[src/rtl/ram_fifo_ctrl.sv]
// ram_fifo_ctrl: pointer, occupancy and flag controller that sits in front of
// an external single-clock RAM with a registered read port. The controller and
// the RAM together form a synchronous FIFO. This block stores no data. It
// steers write and read addresses, counts words, raises status flags, and
// marks the cycle in which the RAM's registered output holds a popped word.
module ram_fifo_ctrl #(
    parameter int DEPTH       = 16,
    parameter int WIDTH       = 6,
    parameter int AW          = 4,
    parameter int AFULL_LEVEL = 12
) (
    input  logic             clock,
    input  logic             reset_n,
    input  logic             push,
    input  logic [WIDTH-1:0] push_data,
    input  logic             pop,
    output logic             full,
    output logic             empty,
    output logic             almost_full,
    output logic [AW:0]      count,
    output logic             rd_valid,
    output logic [WIDTH-1:0] rd_data,
    output logic             overflow,
    output logic             underflow,
    output logic             ram_write,
    output logic [WIDTH-1:0] ram_datain,
    output logic [AW-1:0]    ram_addr_w,
    output logic             ram_read,
    output logic [AW-1:0]    ram_addr_r,
    input  logic [WIDTH-1:0] ram_dataout
);

    localparam logic [AW:0]   CNT_DEPTH = (AW+1)'(DEPTH);
    localparam logic [AW:0]   CNT_AFULL = (AW+1)'(AFULL_LEVEL);
    localparam logic [AW:0]   CNT_ONE   = (AW+1)'(1);
    localparam logic [AW:0]   CNT_ZERO  = (AW+1)'(0);
    localparam logic [AW-1:0] PTR_ONE   = AW'(1);
    localparam logic [AW-1:0] PTR_ZERO  = AW'(0);

    // Registered state
    logic [AW-1:0] wr_ptr_r;
    logic [AW-1:0] rd_ptr_r;
    logic [AW:0]   count_r;
    logic          full_r;
    logic          empty_r;
    logic          afull_r;
    logic          rd_valid_r;
    logic          overflow_r;
    logic          underflow_r;

    // Combinational helpers
    logic          push_ok_s;
    logic          pop_ok_s;
    logic [AW:0]   count_nxt_s;
    logic [AW-1:0] wr_ptr_nxt_s;
    logic [AW-1:0] rd_ptr_nxt_s;

    // A push is refused when full even if a pop is accepted on the same edge.
    // A pop is refused when empty, so a push into an empty FIFO is never
    // returned on that same edge. Because full and empty cannot both hold,
    // the RAM never sees a read and a write to one address on one edge.
    assign push_ok_s = push & ~full_r;
    assign pop_ok_s  = pop  & ~empty_r;

    // The RAM ports are driven straight from the accept decisions and the
    // current pointers. The read data passes through from the RAM unchanged.
    assign ram_write  = push_ok_s;
    assign ram_addr_w = wr_ptr_r;
    assign ram_datain = push_data;
    assign ram_read   = pop_ok_s;
    assign ram_addr_r = rd_ptr_r;
    assign rd_data    = ram_dataout;

    assign full        = full_r;
    assign empty       = empty_r;
    assign almost_full = afull_r;
    assign count       = count_r;
    assign rd_valid    = rd_valid_r;
    assign overflow    = overflow_r;
    assign underflow   = underflow_r;

    // Next occupancy: +1 on push only, -1 on pop only, unchanged otherwise.
    always_comb begin
        count_nxt_s = count_r;
        case ({push_ok_s, pop_ok_s})
            2'b10:   count_nxt_s = count_r + CNT_ONE;
            2'b01:   count_nxt_s = count_r - CNT_ONE;
            default: count_nxt_s = count_r;
        endcase
    end

    // Next pointers. DEPTH is a power of two, so the wrap is natural overflow.
    always_comb begin
        wr_ptr_nxt_s = wr_ptr_r;
        rd_ptr_nxt_s = rd_ptr_r;
        case (push_ok_s)
            1'b1:    wr_ptr_nxt_s = wr_ptr_r + PTR_ONE;
            default: wr_ptr_nxt_s = wr_ptr_r;
        endcase
        case (pop_ok_s)
            1'b1:    rd_ptr_nxt_s = rd_ptr_r + PTR_ONE;
            default: rd_ptr_nxt_s = rd_ptr_r;
        endcase
    end

    // Pointer, occupancy and flag registers. Each flag is loaded from the
    // next count, so it matches the registered count in every cycle.
    always_ff @(posedge clock or negedge reset_n) begin
        if (!reset_n) begin
            wr_ptr_r <= PTR_ZERO;
            rd_ptr_r <= PTR_ZERO;
            count_r  <= CNT_ZERO;
            full_r   <= 1'b0;
            empty_r  <= 1'b1;
            afull_r  <= 1'b0;
        end else begin
            wr_ptr_r <= wr_ptr_nxt_s;
            rd_ptr_r <= rd_ptr_nxt_s;
            count_r  <= count_nxt_s;
            full_r   <= (count_nxt_s == CNT_DEPTH);
            empty_r  <= (count_nxt_s == CNT_ZERO);
            afull_r  <= (count_nxt_s >= CNT_AFULL);
        end
    end

    // Read-valid tracks the RAM's one-cycle read latency. Overflow and
    // underflow are one-cycle pulses for refused requests. A reset drops any
    // read that is in flight.
    always_ff @(posedge clock or negedge reset_n) begin
        if (!reset_n) begin
            rd_valid_r  <= 1'b0;
            overflow_r  <= 1'b0;
            underflow_r <= 1'b0;
        end else begin
            rd_valid_r  <= pop_ok_s;
            overflow_r  <= push & full_r;
            underflow_r <= pop & empty_r;
        end
    end

endmodule

[config.mk]
export PLATFORM = sky130hd
export DESIGN_NAME = ram_fifo_ctrl
export DESIGN_NICKNAME = d
export VERILOG_FILES = /design/src/rtl/ram_fifo_ctrl.sv
export SDC_FILE = /design/constraint.sdc
export NUM_CORES = 1
export LEC_CHECK = 0
export BUFFER_PORTS_ARGS = -buffer_cell sky130_fd_sc_hd__buf_4
export CAP_MARGIN = 20
export CORE_MARGIN = 3
export CORE_UTILIZATION = 40
export CTS_BUF_LIST = sky130_fd_sc_hd__clkbuf_16
export CTS_CLUSTER_DIAMETER = 30
export CTS_CLUSTER_SIZE = 20
export DETAILED_ROUTE_END_ITERATION = 8
export PLACE_DENSITY = 0.72
export SLEW_MARGIN = 20
export SYNTH_ARGS = -nofsm -noshare
export SYNTH_HDL_FRONTEND = slang
export SYNTH_SLANG_ARGS = --single-unit
[constraint.sdc]
create_clock -name clock -period 2.1 [get_ports clock]
set_input_delay 0.105 -clock clock [delete_from_list [all_inputs] [get_ports clock]]
set_output_delay 0.105 -clock clock [all_outputs]
set_load 0.02 [all_outputs]
### After elaboration in Yosys (flattened, before gate mapping)

Index checks and enable logic that the tools add are counted.

* register bits: 19
* logic and storage cells: 25
* ROM bits: 0
* output and inout bits: 33
* input bits: 16
* memories kept: 0
* bits in latches: 0
* RAM bits: 0

* multiplexer cells: 1
* multiply operators: 0
* bitwise logic cells: 6
* divide/modulo/power cells: 0
* shift-type cells: 0
* reductions and logical operators: 1
* add/subtract/negate cells: 4
* $lt $le $gt $ge: 1
* equality and inequality tests: 3

Operators by type and width (number)
* 5-bit case mux with 2 select lines: 1
* 4-bit by 1-bit adder with 4-bit output (second input constant): 2
* 5-bit by 1-bit adder with 5-bit output (second input constant): 1
* 5-bit == test (second input constant): 1
* 5-bit by 4-bit >= comparator with 1-bit output (second input constant): 1
* 5-bit zero test: 1
* 5-bit by 1-bit subtractor with 5-bit output (second input constant): 1
* 1-bit bitwise AND: 4
* 2-bit by 1-bit == test with 1-bit output (second input constant): 1
* 2-bit == test (second input constant): 1
* 1-bit NOT: 2

### Depth between registers and ports, before layout

Gate-level depths: netlist of the first run.

* depth after elaboration: 5
* mapped depth: 12
* depth with buffers taken out: 11

### Worst setup path before layout of the first run

No wires, ideal clock.

* kind: reg-to-reg
* from: register empty_r (netlist: empty)
* to: register full_r (netlist: full)
* path slack: -239 ps
* setup time: 120 ps
* required time: 1980 ps
* path buffers: 1
* clock period less this slack: 2339 ps
* arrival: 2219 ps
* cell stages (with the launch flop): 13
* cell sequence: dfstp_2 > nand2b_4 > buf_8 > inv_6 > nand2_1 > xnor2_1 > ha_1 > nor3b_1 > a31oi_1 > a221oi_2 > xnor2_1 > inv_2 > o211a_1

* cells in the longest elaborated chain, start to end: 5
* elaborated cells between the ends (all ways): 6
* those cells by class: eq/ne: 3; mux: 1; bitwise: 2

RTL lines
* from (decl): RTL line 45 `logic empty_r;`
* from (signal assigned): RTL line 121 `empty_r <= (count_nxt_s == CNT_ZERO);`
* 1-bit NOT *: RTL line 63 `assign pop_ok_s = pop & ~empty_r;`
* 1-bit bitwise AND *: RTL line 63
* via ram_read: RTL line 28 `output logic ram_read,`
* 2-bit by 1-bit == test with 1-bit output / 2-bit == test (equally long branches): RTL line 85 `case ({push_ok_s, pop_ok_s})`
* 5-bit case mux with 2 select lines *: RTL line 85
* via count_nxt_s[4]: RTL line 54 `logic [AW:0] count_nxt_s;`
* 5-bit == test *: RTL line 120 `full_r <= (count_nxt_s == CNT_DEPTH);`
* to (signal assigned): RTL line 120
* to (decl): RTL line 44 `logic full_r;`

Mark *: on every way through the listed nets, which the timed path passes. The rest lies on a longest branch.
A chain may end at the register's enable or synchronous reset.

### Worst setup path in the final report of the first run

* from: register empty_r (netlist: empty)
* to: register full_r (netlist: full)

* cells in the longest elaborated chain, start to end: 5
* elaborated cells between the ends (all ways): 6
* those cells by class: eq/ne: 3; mux: 1; bitwise: 2

RTL lines (RTL line)
* 1-bit NOT *: 63
* 1-bit bitwise AND *: 63
* 2-bit by 1-bit == test with 1-bit output / 2-bit == test (equally long branches): 85
* 5-bit case mux with 2 select lines *: 85
* via count_nxt_s[4]: 54
* 5-bit == test *: 120

Marked as above.

==> results by group, run 1 <==
Power
  • Pwr dens: 1700 nW/um^2
  • Leakage: 0.678 nW
  • Final Power: 2.38 mW
  • Peak VDD IR: 1.02 mV

Yosys
  • Yosys warns: 0
  • Yosys top cell by area: dfrtp_1
  • Number of cells produced by synthesis: 101
  • Top FF cell, synth: dfrtp_1
  • Most common cell in the synthesized netlist: dfrtp_1
  • Synthesized area per cell: 10.9 um^2
  • Async SR Flop Fraction: 100%
  • Seq/Total Area, Yosys: 43.2%
  • Yosys reg bits: 19
  • Post-synth cell types: 34
  • Commonest cells in the netlist: 18 x dfrtp_1, 12 x buf_4, 11 x nand2_1
  • Net Count, Synth: 121
  • Number of synthesized flops with an enable pin: 0
  • Yosys top cell area share: 40.8%
  • Area contributors post-synth: dfrtp_1 41%, buf_4 8.2%, xnor2_1 7.9%
  • Post-Syn Area: 1100 um^2

Setup path
  • Critical path class: reg2reg
  • WP buf/inv: 2
  • Setup crit start kind: flip-flop
  • Crit path arrival time: 2380 ps
  • CP cell instances: nand2b_4 -> inv_8 -> nand2_4 -> xnor2_2 -> ha_4 -> nor3b_4 -> a31oi_2 -> a221oi_4 -> xnor2_2 -> inv_2 -> o211a_1
  • Worst-case reg-to-reg path depth: 11
  • Critical Path Slowest Stage Cell: dfstp_2
  • CP Depth: 11
  • Most frequent CP cell: xnor2_2
  • Cell family with most CP delay: compound AO/OA/AOI/OAI gates
  • R2R Setup Slk: -140 ps
  • Worst Path Required: 2230 ps
  • CP peak stage delay: 530 ps
  • Setup crit end kind: flip-flop
  • Crit-path max FO: 5

Global route
  • Antenna violations before repair: 0
  • Vias in the first global route: 753
  • Largest net degree at the start of global routing: 20
  • Global Route Usage Sum: 13.6%
  • First-pass GRT wire length: 3530 um
  • Grt total ovfl: 0

Finish
  • Final Cell Area: 1400 um^2
  • N_diodes: 0
  • Fraction of layout cells with a size suffix above 1: 46.3%
  • # nets final: 144
  • Final Non-Filler Cells: 153
  • Area growth syn-to-layout: 26.6%
  • Filler instances: 229
  • Multi-input logic area: 504 um^2
  • Register area: 477 um^2

Floorplanning
  • I/O pin count: 49
  • Die Area: 3430 um^2
  • Die H: 58.5 um
  • Starting Density: 43.4%
  • Core area: 2540 um^2
  • Die width: 58.5 um
  • FP Rows: 18

Drt
  • Mean routed wirelength per cell: 13.8 um
  • ANT nets after route: 0
  • Avg Vias per Cell: 5.01
  • Number of DRC markers in iteration 0: 8
  • First-pass detailed-route iteration total: 2
  • Final WL: 2110 um
  • Via count: 767
  • DRC viols: 0

Clock tree
  • CTS Buf Count: 3
  • Clock Tree Root: clkbuf_16
  • H-tree Lvls: 1
  • CTS sink cnt: 19
  • Longest Clk Path Bufs: 2
  • Clock transition at path regs: 50 ps
  • Insertion delay to the later sink of the worst-skew pair: 250 ps
  • TritonCTS clock tree: yes

Status
  • Failing checks: negative setup slack
  • Status: complete, but fails checks

Placed design
  • Final Wtd Congestion: 0.782
  • DP Area: 1230 um^2
  • PortBufs: 24
  • DP Wirelength: 1450 um
  • Placed Instances: 145

STA
  • Unrepaired setup endpoints after global routing: true
  • Setup violators final: 4
  • Worst hold slack: 92.7 ps
  • Slew HR: 70.4%
  • Fin Setup TNS: -341 ps
  • Worst Skew: 2.33 ps
  • Final Hold Violating Endpoints: 0
  • Slew @ Worst Pin: 445 ps
  • Max-slew violation count: 0
  • Final min period: 2240 ps
  • FMAX: 0.446 GHz
  • Setup WS post-layout: -142 ps
  • Fin crit share: 107%

Run
  • Max_cap viols: 0

Min path
  • Hold Path Class: in2reg
  • Hold depth: 2
per-layer routing:
metal / wire length, um / part of all wire [%] / vias up / GRT usage (%)
met5: 0 / 0 / - / 0
met4: 41 / 1.9 / 0 / 4.30
met3: 155 / 7.4 / 6 / 4.39
met2: 1050 / 50 / 24 / 23.1
met1: 857 / 41 / 365 / 16.3
li1: - / - / 372 / -
cells in the final DEF, fill, tap and decap left out, types with 2 or more instances in the layout:
cell type | Yosys | layout
dfrtp_1 | 18 | 18
clkbuf_16 | 0 | 3
nor3_1 | 3 | 3
nand4_1 | 2 | 2
buf_4 | 12 | 34
nand2_1 | 11 | 10
xnor2_2 | 0 | 2
ha_1 | 4 | 3
xnor2_1 | 10 | 8
a21oi_1 | 4 | 4
o21ai_0 | 3 | 2
inv_1 | 4 | 4
nand2b_4 | 2 | 2
o211a_1 | 2 | 2
inv_2 | 2 | 2
stage by stage:
step / utilization [%] / setup slack (ps)
2_1_floorplan: - / -158
3_3_place_gp: 48.5 / -38.0
3_5_place_dp: 48.5 / -127
4_1_cts: 53.3 / -131
5_1_grt: 54.9 / -237
6_report: 54.9 / -142
repair_timing:
item                                    in CTS  in global routing
setup buffers                                3                  0
resized for setup                            3                  6
endpoints found under the setup margin       4                  5
hold endpoints to repair                    19                  0
hold buffers                                 1                  0
pin swaps                                    2                  1
power by group:
| part | switching [mW] | total [mW] | internal (mW) | leakage (nW) |
|---|---|---|---|---|
| combinational | 0.645 | 1.26 | 0.619 | 0.408 |
| sequential | 0.195 | 0.731 | 0.535 | 0.229 |
| clock | 0.129 | 0.384 | 0.255 | 0.0409 |
cell families after synthesis:
logic type / synth area share [%]
AOI/OAI and AO/OA: 10.2
xor gates and xnor gates: 8.73
adders and majority gates: 4.54
buffers and inverters: 17.8
DFF: 43.2
muxes: 1.02
and+or+nand+nor: 14.5
sequential cells by signal, summed over array words and instances (netlist names):
register	flops
empty	1
count	5
overflow	1
ram_addr_w	4
rd_valid	1
almost_full	1
ram_addr_r	4
full	1
underflow	1
worst reg2reg max path: cells and delay by family (launching register included):
kind	cells	cell delay, ps
compound gates	3	590
xor+xnor	2	300
fa+ha+maj	1	190
buf+inv	2	80
flops	1	530
simple gates	3	430
final timing paths:
path / startpoint / end
min: push / overflow$_DFF_PN0_
max in group asynchronous: reset_n / empty$_DFF_PN1_
max: empty$_DFF_PN1_ / full$_DFF_PN0_
min in group asynchronous: reset_n / ram_addr_r[2]$_DFFE_PN0P_
min reg2reg: ram_addr_r[3]$_DFFE_PN0P_ / ram_addr_r[3]$_DFFE_PN0P_
max reg2reg: empty$_DFF_PN1_ / full$_DFF_PN0_
final cells by class:
cell class	instances	share of cell area (%)
multi-input cells	58	36.1
repair buffers	35	19.0
clock buffers	3	5.37
well taps	30	2.69
flip-flops and latches	19	34.1
inverters	7	2.42
clock inverters	1	0.358
(Power assumes the default switching activity.)
==> inputs of run 2 (changes only) <==
- PLACE_DENSITY: 0.72 -> 0.7
- clock period: 2.1 -> 2.9 ns (I/O delays scaled with it)
==> run 2 against run 1 <==
The run now ends clean. Global-route usage shrank 1.5 points. Maximum frequency shrank 5.7%. First-iteration DRC count grew to 2.6 times the previous value. Count of clock-buffer cells in the layout is the same. Combinational power shrank 39%. Register-to-register slack gained 670 ps. Cell count shrank 6.5%. Non-clock buffer count shrank 10. Critical endpoint is now almost_full$_DFF_PN0_. Highest routed layer unchanged.
==> results by group, run 2 (synthesized netlist as in run 1, its figures left out) <==
STA
  • Worst Skew: 2.03 ps (-0.306 ps)
  • Fin crit share: 82.0% (-25 points)
  • Fin Setup TNS: 0 ps (+341 ps)
  • Slew @ Worst Pin: 401 ps (-43.5 ps)
  • FMAX: 0.421 GHz (-5.7%)
  • Max-slew violation count: 0 (unchanged)
  • Final min period: 2380 ps (+135 ps)
  • Slew HR: 73.0% (+2.7 points)
  • Unrepaired setup endpoints after global routing: false
  • Final Hold Violating Endpoints: 0 (unchanged)
  • Setup violators final: 0 (-4)

Drt
  • First-pass detailed-route iteration total: 4 (+2)
  • DRC viols: 0 (unchanged)
  • Via count: 757 (-1.3%)
  • Mean routed wirelength per cell: 13.3 um (-3.6%)
  • ANT nets after route: 0 (unchanged)
  • Avg Vias per Cell: 5.29 (+5.6%)
  • Number of DRC markers in iteration 0: 21 (+13)
  • Final WL: 1900 um (-9.9%)

Clock tree
  • TritonCTS clock tree: yes
  • Post-CTS Setup Bufs: 0 (-3)
  • CTS sink cnt: 19 (unchanged)
  • Insertion delay to the later sink of the worst-skew pair: 250 ps (about the same)
  • CTS Buf Count: 3 (unchanged)
  • Clock Tree Root: clkbuf_16
  • Clock transition at path regs: 50 ps (about the same)
  • Hold_buf cts: 1 (unchanged)
  • Longest Clk Path Bufs: 2 (unchanged)
  • PostCTS Resize Cnt: 0 (-3)
  • H-tree Lvls: 1 (unchanged)

Power
  • Flop pwr share: 33.7% (+3.0 points)
  • Leakage: 0.593 nW (-13%)
  • Net Sw Power: 652 uW (-33%)
  • Switching part of the total: 41.3% (+0.54 points)
  • Peak VDD IR: 0.708 mV (-30%)
  • Clock power share: 17.8% (+1.7 points)
  • Int Power: 927 uW (-34%)
  • Gate power share: 48.5% (-4.6 points)
  • Pwr dens: 1270 nW/um^2 (-26%)

Finish
  • Register area: 477 um^2 (unchanged)
  • Commonest non-fill, non-tap cell in the layout: buf_4
  • # nets final: 134 (-6.9%)
  • Final Cell Area: 1250 um^2 (-11%)
  • N_diodes: 0 (unchanged)
  • Max reg flops: 5 (unchanged)
  • Filler instances: 233 (+1.7%)
  • Fraction of layout cells with a size suffix above 1: 35.4% (-11 points)
  • Multi-input logic area: 430 um^2 (-15%)
  • Commonest cells after routing, fill and taps aside: 24 x buf_4, 18 x dfrtp_1, 11 x nand2_1
  • Area growth syn-to-layout: 12.9%

Setup path
  • Setup crit end kind: flip-flop
  • Critical Path Slowest Stage Cell: dfstp_2
  • Crit path arrival time: 2490 ps (+110 ps)
  • Critical path class: reg2reg
  • CP peak stage delay: 530 ps (about the same)
  • Worst Path Required: 3010 ps (+780 ps)
  • Most frequent CP cell: xnor2_1
  • Crit-path max FO: 9 (+4)
  • CP cell instances: nand2b_4 -> inv_6 -> nand2_1 -> xnor2_1 -> ha_1 -> nor3b_1 -> a31oi_1 -> a221oi_2 -> xnor2_1 -> o21ai_0
  • Cell family with most CP delay: compound AO/OA/AOI/OAI gates
  • Setup crit start kind: flip-flop
  • WP buf/inv: 1 (-1)

Floorplanning
  • Core area: 2540 um^2 (unchanged)
  • Die Area: 3430 um^2 (unchanged)
  • Starting Density: 43.4% (unchanged)
  • I/O pin count: 49 (unchanged)
  • Die width: 58.5 um (unchanged)
  • Die H: 58.5 um (unchanged)
  • FP Rows: 18 (unchanged)

Placed design
  • PortBufs: 24 (unchanged)
  • DP Area: 1160 um^2 (-6.3%)
  • DP Wirelength: 1380 um (-4.8%)
  • Final Wtd Congestion: 0.784 (+0.15%)

Global route
  • Largest net degree at the start of global routing: 20 (unchanged)
  • Antenna violations before repair: 0 (unchanged)
  • Global Route Usage Sum: 12.1% (-1.5 points)
  • Grt total ovfl: 0 (unchanged)
  • First-pass GRT wire length: 3170 um (-10%)
  • Vias in the first global route: 755 (+0.27%)

Status
  • Status: finished, final reports clean

Min path
  • Hold Path Class: in2reg

Run
  • Max_cap viols: 0 (unchanged)
## run 2: cell count changes in the layout (fill, tap and decap cells not counted), sizes merged
cell and delta:
buf -10
## run 2: stage by stage
step	utilization (%)	power [mW]	hold slack, ps	setup WS, ps	instances
after floorplan	-	1.11	-151	561	101
after global placement	45.4	1.27	29.0	635	138
after detailed placement	45.4	1.30	30.5	541	138
after CTS	49.0	1.59	139	539	143
after global routing	49.0	1.69	148	311	143
final	49.0	1.58	139	523	143
## run 2: power groups by stage
| stage | Clock [mW] | Combinational (mW) | Sequential (mW) |
|---|---|---|---|
| after floorplan | 0 | 0.484 | 0.625 |
| after global placement | 0 | 0.752 | 0.522 |
| after detailed placement | 0 | 0.768 | 0.532 |
| after CTS | 0.288 | 0.774 | 0.530 |
| after global routing | 0.301 | 0.834 | 0.551 |
| final | 0.281 | 0.766 | 0.531 |
## run 2: cell type report
| class | instances | area share [%] |
|---|---|---|
| flip-flops and latches | 19 | 38.3 |
| multi-input cells | 58 | 34.5 |
| repair buffers | 25 | 15.3 |
| clock buffers | 3 | 6.02 |
| well taps | 30 | 3.01 |
| inverters | 7 | 2.51 |
| clock inverters | 1 | 0.402 |
## run 2: worst paths after layout
check / cells past startpoint / to / slack [ps] / startpoint
max: 10 / almost_full$_DFF_PN0_ / 520 / empty$_DFF_PN1_
min: 2 / overflow$_DFF_PN0_ / 140 / push
max reg2reg: 10 / almost_full$_DFF_PN0_ / 520 / empty$_DFF_PN1_
min reg2reg: 1 / ram_addr_w[3]$_DFFE_PN0P_ / 470 / ram_addr_w[3]$_DFFE_PN0P_
max in group asynchronous: 2 / empty$_DFF_PN1_ / 2340 / reset_n
min in group asynchronous: 2 / ram_addr_r[3]$_DFFE_PN0P_ / 300 / reset_n
## run 2: layer usage
metal | global-route usage [%] | wire (um) | vias up
met2 | 21.4 | 921 | 35
met5 | 0 | 0 | -
li1 | - | - | 350
met1 | 13.3 | 799 | 367
met3 | 3.95 | 152 | 5
met4 | 4.97 | 25 | 0
## run 2: worst register-to-register path, stage by stage, from the launching register on
cell and delay [ps]:
dfstp_2 530, nand2b_4 180, inv_6 60, nand2_1 90, xnor2_1 130, ha_1 260, nor3b_1 220, a31oi_1 130
a221oi_2 300, xnor2_1 200, o21ai_0 140
